$ cat config.mk
export PLATFORM = sky130hd
export DESIGN_NAME = inst_loader
export DESIGN_NICKNAME = d
export VERILOG_FILES = /design/src/rtl/inst_loader_pkg.sv /design/src/rtl/inst_loader_word_packer.sv /design/src/rtl/inst_loader.sv
export SDC_FILE = /design/constraint.sdc
export NUM_CORES = 1
export LEC_CHECK = 0
export BUFFER_PORTS_ARGS = -buffer_cell sky130_fd_sc_hd__buf_2
export CAP_MARGIN = 20
export CORE_ASPECT_RATIO = 0.8
export CORE_MARGIN = 2
export CORE_UTILIZATION = 45
export CTS_CLUSTER_SIZE = 16
export DETAILED_ROUTE_END_ITERATION = 8
export GPL_TIMING_DRIVEN = 1
export HOLD_SLACK_MARGIN = 0.05
export SLEW_MARGIN = 20
export SYNTH_ARGS = -nofsm -noshare
export SYNTH_HDL_FRONTEND = slang
export SYNTH_SLANG_ARGS = --single-unit
$ cat constraint.sdc
create_clock -name clk -period 2.45 [get_ports clk]
set_input_delay 0.1225 -clock clk [delete_from_list [all_inputs] [get_ports clk]]
set_output_delay 0.1225 -clock clk [all_outputs]
set_load 0.05 [all_outputs]
$ cat src/rtl/inst_loader_pkg.sv
// Shared constants for the instruction loader: FSM states, error codes and
// the image word geometry.
package inst_loader_pkg;

    typedef enum logic [2:0] {
        S_COUNT = 3'd0,
        S_DATA  = 3'd1,
        S_CSUM  = 3'd2,
        S_DONE  = 3'd3,
        S_ERR   = 3'd4
    } state_t;

    typedef logic [1:0] err_t;

    localparam err_t ERR_NONE    = 2'b00;
    localparam err_t ERR_CSUM    = 2'b01;
    localparam err_t ERR_TIMEOUT = 2'b10;

    localparam int BYTES_PER_WORD = 4;
    localparam int WORD_W         = 32;

    // States in which the loader is willing to take a byte from the source.
    function automatic logic state_accepts(input state_t s);
        return (s == S_COUNT) || (s == S_DATA) || (s == S_CSUM);
    endfunction

endpackage

$ cat src/rtl/inst_loader_word_packer.sv
// Assembles little-endian image bytes into 32-bit instruction words and
// issues a one-cycle write strobe one cycle after the fourth byte of a word.
module word_packer
    import inst_loader_pkg::*;
#(
    parameter int ADDR_W = 8
) (
    input  logic              clk,
    input  logic              rst_n,
    input  logic              clear,
    input  logic              byte_en,
    input  logic [7:0]        byte_data,
    output logic              wr_en,
    output logic [ADDR_W-1:0] wr_addr,
    output logic [WORD_W-1:0] wr_data,
    output logic [ADDR_W-1:0] word_idx,
    output logic              word_end
);

    logic [1:0]  byte_idx;
    logic [23:0] low_bytes;

    assign word_end = byte_en && (byte_idx == 2'd3);

    // Byte placement, word index tracking and the registered write strobe.
    always_ff @(posedge clk or negedge rst_n) begin
        if (!rst_n) begin
            byte_idx  <= 2'd0;
            low_bytes <= 24'd0;
            word_idx  <= '0;
            wr_en     <= 1'b0;
            wr_addr   <= '0;
            wr_data   <= '0;
        end else if (clear) begin
            byte_idx  <= 2'd0;
            low_bytes <= 24'd0;
            word_idx  <= '0;
            wr_en     <= 1'b0;
        end else begin
            wr_en <= 1'b0;
            if (byte_en) begin
                byte_idx <= byte_idx + 2'd1;
                case (byte_idx)
                    2'd0: low_bytes[7:0]   <= byte_data;
                    2'd1: low_bytes[15:8]  <= byte_data;
                    2'd2: low_bytes[23:16] <= byte_data;
                    default: begin
                        wr_en    <= 1'b1;
                        wr_addr  <= word_idx;
                        wr_data  <= {byte_data, low_bytes};
                        word_idx <= word_idx + 1'b1;
                    end
                endcase
            end
        end
    end

endmodule

$ cat src/rtl/inst_loader.sv
// Boot-time instruction loader: receives a counted, checksummed byte image,
// writes it into instruction memory and releases the core from reset only
// once the whole image has been verified.
module inst_loader
    import inst_loader_pkg::*;
#(
    parameter int ADDR_W  = 8,
    parameter int TIMEOUT = 1000000
) (
    input  logic              clk,
    input  logic              rst_n,
    input  logic              load_start,
    input  logic              byte_valid,
    input  logic [7:0]        byte_data,
    output logic              byte_ready,
    output logic              imem_wr_en,
    output logic [ADDR_W-1:0] imem_wr_addr,
    output logic [31:0]       imem_wr_data,
    output logic              cpu_rst_n,
    output logic              done,
    output logic [1:0]        err_code
);

    localparam int             TMO_W    = $clog2(TIMEOUT + 1);
    localparam logic [TMO_W-1:0] TMO_LAST = TMO_W'(TIMEOUT - 1);

    state_t            state_q;
    state_t            state_d;
    err_t              err_q;
    err_t              err_d;
    logic              done_q;
    logic              cpu_rst_q;
    logic [7:0]        count_q;
    logic [7:0]        sum_q;
    logic [TMO_W-1:0]  tmo_q;

    logic              xfer;
    logic              count_xfer;
    logic              data_xfer;
    logic              csum_xfer;
    logic              word_end;
    logic              last_word;
    logic              tmo_hit;
    logic              waiting;
    logic [ADDR_W-1:0] word_idx;
    logic [ADDR_W+7:0] idx_ext;
    logic [ADDR_W+7:0] count_ext;

    assign byte_ready = state_accepts(state_q);
    assign xfer       = byte_valid && byte_ready && !load_start;
    assign count_xfer = xfer && (state_q == S_COUNT);
    assign data_xfer  = xfer && (state_q == S_DATA);
    assign csum_xfer  = xfer && (state_q == S_CSUM);
    assign waiting    = (state_q == S_DATA) || (state_q == S_CSUM);

    assign idx_ext    = {8'd0, word_idx};
    assign count_ext  = {{ADDR_W{1'b0}}, count_q};
    assign last_word  = word_end && (idx_ext == count_ext);
    assign tmo_hit    = waiting && !xfer && !load_start && (tmo_q == TMO_LAST);

    word_packer #(
        .ADDR_W(ADDR_W)
    ) u_packer (
        .clk      (clk),
        .rst_n    (rst_n),
        .clear    (load_start || count_xfer),
        .byte_en  (data_xfer),
        .byte_data(byte_data),
        .wr_en    (imem_wr_en),
        .wr_addr  (imem_wr_addr),
        .wr_data  (imem_wr_data),
        .word_idx (word_idx),
        .word_end (word_end)
    );

    // State, error code and the registered core-release outputs.
    always_ff @(posedge clk or negedge rst_n) begin
        if (!rst_n) begin
            state_q   <= S_COUNT;
            err_q     <= ERR_NONE;
            done_q    <= 1'b0;
            cpu_rst_q <= 1'b0;
        end else begin
            state_q   <= state_d;
            err_q     <= err_d;
            done_q    <= (state_d == S_DONE);
            cpu_rst_q <= (state_d == S_DONE);
        end
    end

    // Next-state decode; load_start overrides everything and restarts reception.
    always_comb begin
        state_d = state_q;
        err_d   = err_q;
        if (load_start) begin
            state_d = S_COUNT;
            err_d   = ERR_NONE;
        end else begin
            case (state_q)
                S_COUNT: begin
                    if (count_xfer) state_d = S_DATA;
                end
                S_DATA: begin
                    if (tmo_hit) begin
                        state_d = S_ERR;
                        err_d   = ERR_TIMEOUT;
                    end else if (last_word) begin
                        state_d = S_CSUM;
                    end
                end
                S_CSUM: begin
                    if (tmo_hit) begin
                        state_d = S_ERR;
                        err_d   = ERR_TIMEOUT;
                    end else if (csum_xfer) begin
                        if (byte_data == sum_q) begin
                            state_d = S_DONE;
                        end else begin
                            state_d = S_ERR;
                            err_d   = ERR_CSUM;
                        end
                    end
                end
                S_DONE: state_d = S_DONE;
                S_ERR:  state_d = S_ERR;
                default: state_d = S_COUNT;
            endcase
        end
    end

    // Word count latch, running mod-256 checksum and inter-byte idle timer.
    always_ff @(posedge clk or negedge rst_n) begin
        if (!rst_n) begin
            count_q <= 8'd0;
            sum_q   <= 8'd0;
            tmo_q   <= '0;
        end else if (load_start) begin
            count_q <= 8'd0;
            sum_q   <= 8'd0;
            tmo_q   <= '0;
        end else begin
            if (count_xfer) begin
                count_q <= byte_data;
                sum_q   <= 8'd0;
            end else if (data_xfer) begin
                sum_q <= sum_q + byte_data;
            end
            if (xfer) begin
                tmo_q <= '0;
            end else if (waiting) begin
                tmo_q <= tmo_q + 1'b1;
            end
        end
    end

    assign done      = done_q;
    assign cpu_rst_n = cpu_rst_q;
    assign err_code  = err_q;

endmodule

==> results.toml <==
[status]
outcome = "finished clean"

[layout]
mostFrequentLayoutCell = "sky130_fd_sc_hd__nand2_1"
layout.cells.most_common_list = "sky130_fd_sc_hd__nand2_1, sky130_fd_sc_hd__dfrtp_1, sky130_fd_sc_hd__buf_2"
post-route-util = 0.566
stdcell_area_sq_um = 6570
layout.cells.non_filler = 804
layout.nets = 670
post_route_cells_drive_above_1_share = 0.162
flow.area_growth_from_synthesis_pct = 21.3
antenna_diode_instance_count = 0
layout.filler_cells = 1014

[yosys]
mappedNetlistNets = 604
synth.avg_cell_area_sq_um = 9.38
synthXorXnorAreaFrac = 0.0580
postSynthRegisterBits = 117
synth.lib_cells_used.distinct = 49
synth_edf_count = 0
synthSimpleGateAreaFrac = 0.250
synthAdderAreaFrac = 0.0361
synth_cells = 577
yosysSeqAreaShare = 0.541
synth_async_sr_flop_share = 1.00
yosys_warnings = 0
netlist_area_sq_um = 5410
synth_top_family_by_area = "simple AND/OR/NAND/NOR gates"
dominant_synthesized_flop_cell = "sky130_fd_sc_hd__dfrtp_1"
multiplexer_area_fraction_after_synthesis = 0.0150
synth_compound_area_frac = 0.0724

[critical_path]
setup.worst_path.start_class = "flip-flop"
worstPathRequired_ns = 2.73
critPathKind = "reg2reg"
cpMaxStageDelayCell = "sky130_fd_sc_hd__nor4_1"
cp_max_fo = 7
timing.critical_path.to_type = "flip-flop"
biggest_cell_delay_along_the_critical_path_ns = 0.59
crit_arrival_ns = 2.47
timing.critical_path.cells = "nor3b_4 -> nand2_1 -> nor4_1 -> o32a_1 -> o211a_1 -> a211oi_1"

[timing]
fin_tns_setup_ns = 0
maxClockFrequency_mhz = 457
hold_violations = 0
final-max-slew-violation-count = 0
slew-limit-headroom = 0.574
layout_worst_path_cycle_share = 0.894
finalWorstPathRequiredPeriod_ns = 2.19
worst_pin_slew_ns = 0.638
rsz_0062_raised_after_global_routing = "no"
timing.final.ws_setup_ns = 0.260
report.final.setup_viol = 0
worst_clock_skew_ns = 0.0106

[placement]
dp.cells = 764
post-place-ws_ns = 0.336
gpl.final_weighted_congestion = 0.791
dp.final_hpwl_um = 7950
place_area_sq_um = 5860
placement.io_buffers = 57

[clocking]
clk_transition_reported_paths_ns = 0.05
post_cts_resized = 0
clock-root-buffer = "sky130_fd_sc_hd__clkbuf_16"
clk_latency_ns = 0.42
total_setup_buffers_inserted_after_cts = 0
cts_buffers = 17
clock_tree.htree_level_count = 4
cts_tree = "yes"
cts.path.max_buffers = 2
clock_sinks = 117

[grt]
number_of_global_route_vias_before_repair = 3904
grt_overflow = 0
track_usage = 0.198
first_pass_grt_wire_length_um = 19900
grt_antenna_before_repair = 0
pin_count_of_the_biggest_net_entering_global_routing = 52

[detailed_routing]
drt_pre_antenna_iters = 4
final_antenna_net_count = 0
drcViolationCount = 0
vias_per_cell = 5.17
wire_per_inst_um = 14.7
drt_initial_violations = 261
wirelength_um = 11900
vias = 4154

[die]
die_area_sq_um = 12900
design.core.area_sq_um = 11600
rows = 35
chipHeight_um = 102
die_w_um = 127
pin_count = 58
initial_utilization = 0.466

[power]
max-vdd-ir-drop_v = 0.000441
p_leak_nw = 3.31
power-per-cell-area_nw_per_um2 = 730

[min_path]
min_path_type = "in2reg"

[run]
cap_violations = 0
==> per-layer routing <==
layer,track usage,share of wire
met1,0.294,0.52
met2,0.277,0.42
met3,0.0623,0.045
met4,0.0592,0.011
met5,0,0
==> cells in the mapped netlist (2+ instances only) <==
library cell,instances,area share
sky130_fd_sc_hd__a21o_1,3,0.0042
sky130_fd_sc_hd__a21oi_1,36,0.033
sky130_fd_sc_hd__and2_1,5,0.0058
sky130_fd_sc_hd__and3_1,7,0.0081
sky130_fd_sc_hd__buf_2,7,0.0065
sky130_fd_sc_hd__buf_4,3,0.0042
sky130_fd_sc_hd__clkbuf_1,16,0.011
sky130_fd_sc_hd__dfrtp_1,117,0.54
sky130_fd_sc_hd__ha_1,14,0.032
sky130_fd_sc_hd__inv_1,6,0.0042
sky130_fd_sc_hd__mux2i_1,7,0.013
sky130_fd_sc_hd__nand2_1,174,0.12
sky130_fd_sc_hd__nand2b_1,2,0.0023
sky130_fd_sc_hd__nand3_1,41,0.038
sky130_fd_sc_hd__nand3b_1,2,0.0028
sky130_fd_sc_hd__nand4_1,6,0.0069
sky130_fd_sc_hd__nor2_1,39,0.027
sky130_fd_sc_hd__nor2b_1,2,0.0023
sky130_fd_sc_hd__nor3_1,2,0.0018
sky130_fd_sc_hd__nor3b_4,3,0.010
sky130_fd_sc_hd__nor4_1,2,0.0023
sky130_fd_sc_hd__nor4b_1,2,0.0032
sky130_fd_sc_hd__nor4bb_1,2,0.0037
sky130_fd_sc_hd__o21ai_0,15,0.014
sky130_fd_sc_hd__o21bai_1,2,0.0028
sky130_fd_sc_hd__o22ai_1,4,0.0046
sky130_fd_sc_hd__o31ai_1,2,0.0028
sky130_fd_sc_hd__or3_1,3,0.0035
sky130_fd_sc_hd__xnor2_1,16,0.026
sky130_fd_sc_hd__xor2_1,18,0.029
==> per-stage QoR <==
stage,hold slack [ns],power (mW)
after detailed placement,0.164,2.21
after global routing,0.0635,4.97
after global placement,0.160,2.21
after CTS,0.0647,4.84
final,0.0589,4.79
after floorplan,-0.173,2.11
==> final cells by class <==
cell class | instances | area [sq um] | area share
clock buffer | 22 | 484 | 0.0737
clock inverter | 10 | 146 | 0.0223
inverter | 7 | 26.3 | 0.00400
multi-input combinational | 426 | 2340 | 0.356
sequential | 117 | 2930 | 0.446
tap | 148 | 185 | 0.0282
timing repair buffer | 74 | 460 | 0.0701
==> critical path, delay by kind of cell (launching register included) <==
kind	cells	cell delay [ns]
DFF	1	0.49
and+or+nand+nor	3	1.10
AOI/OAI and AO/OA	3	0.46
==> logic make-up after synthesis <==
logic type | count (synthesis)
simple gates | 299
flops | 117
compound gates | 69
xor+xnor | 35
buf+inv | 34
fa+ha+maj | 15
mux | 8
==> where the power goes <==
part           internal, mW  total, mW  switching (mW)
registers              1.95       1.96          0.0142
clock network          1.71       2.60           0.895
logic                0.0753      0.224           0.149
total                  3.73       4.79            1.06
==> flip-flops by register name, summed over array words and instances, names as in the netlist <==
name                flops
u_packer.wr_en          1
sum_q                   8
u_packer.wr_data       32
u_packer.byte_idx       2
u_packer.word_idx       8
err_code                2
tmo_q                  20
state_q                 3
count_q                 8
u_packer.low_bytes     24
u_packer.wr_addr        8
cpu_rst_n               1
==> repair_timing <==
item	4_1_cts	5_1_grt
setup endpoints to repair	0	0
hold endpoints to repair	53	0
hold buffers	8	0
==> path summary, 6_finish.rpt <==
| path | from | depth (start not counted) | slack, ns | end |
|---|---|---|---|---|
| min in group asynchronous | rst_n | 2 | 0.24 | u_packer.wr_addr[4] |
| min reg2reg | u_packer.low_bytes[2] | 2 | 0.46 | u_packer.wr_data[2] |
| max | state_q[2] | 6 | 0.26 | cpu_rst_n |
| max in group asynchronous | rst_n | 3 | 1.47 | tmo_q[2] |
| min | byte_data[7] | 3 | 0.06 | count_q[7] |
| max reg2reg | state_q[2] | 6 | 0.26 | cpu_rst_n |
(Power assumes the default switching activity.)
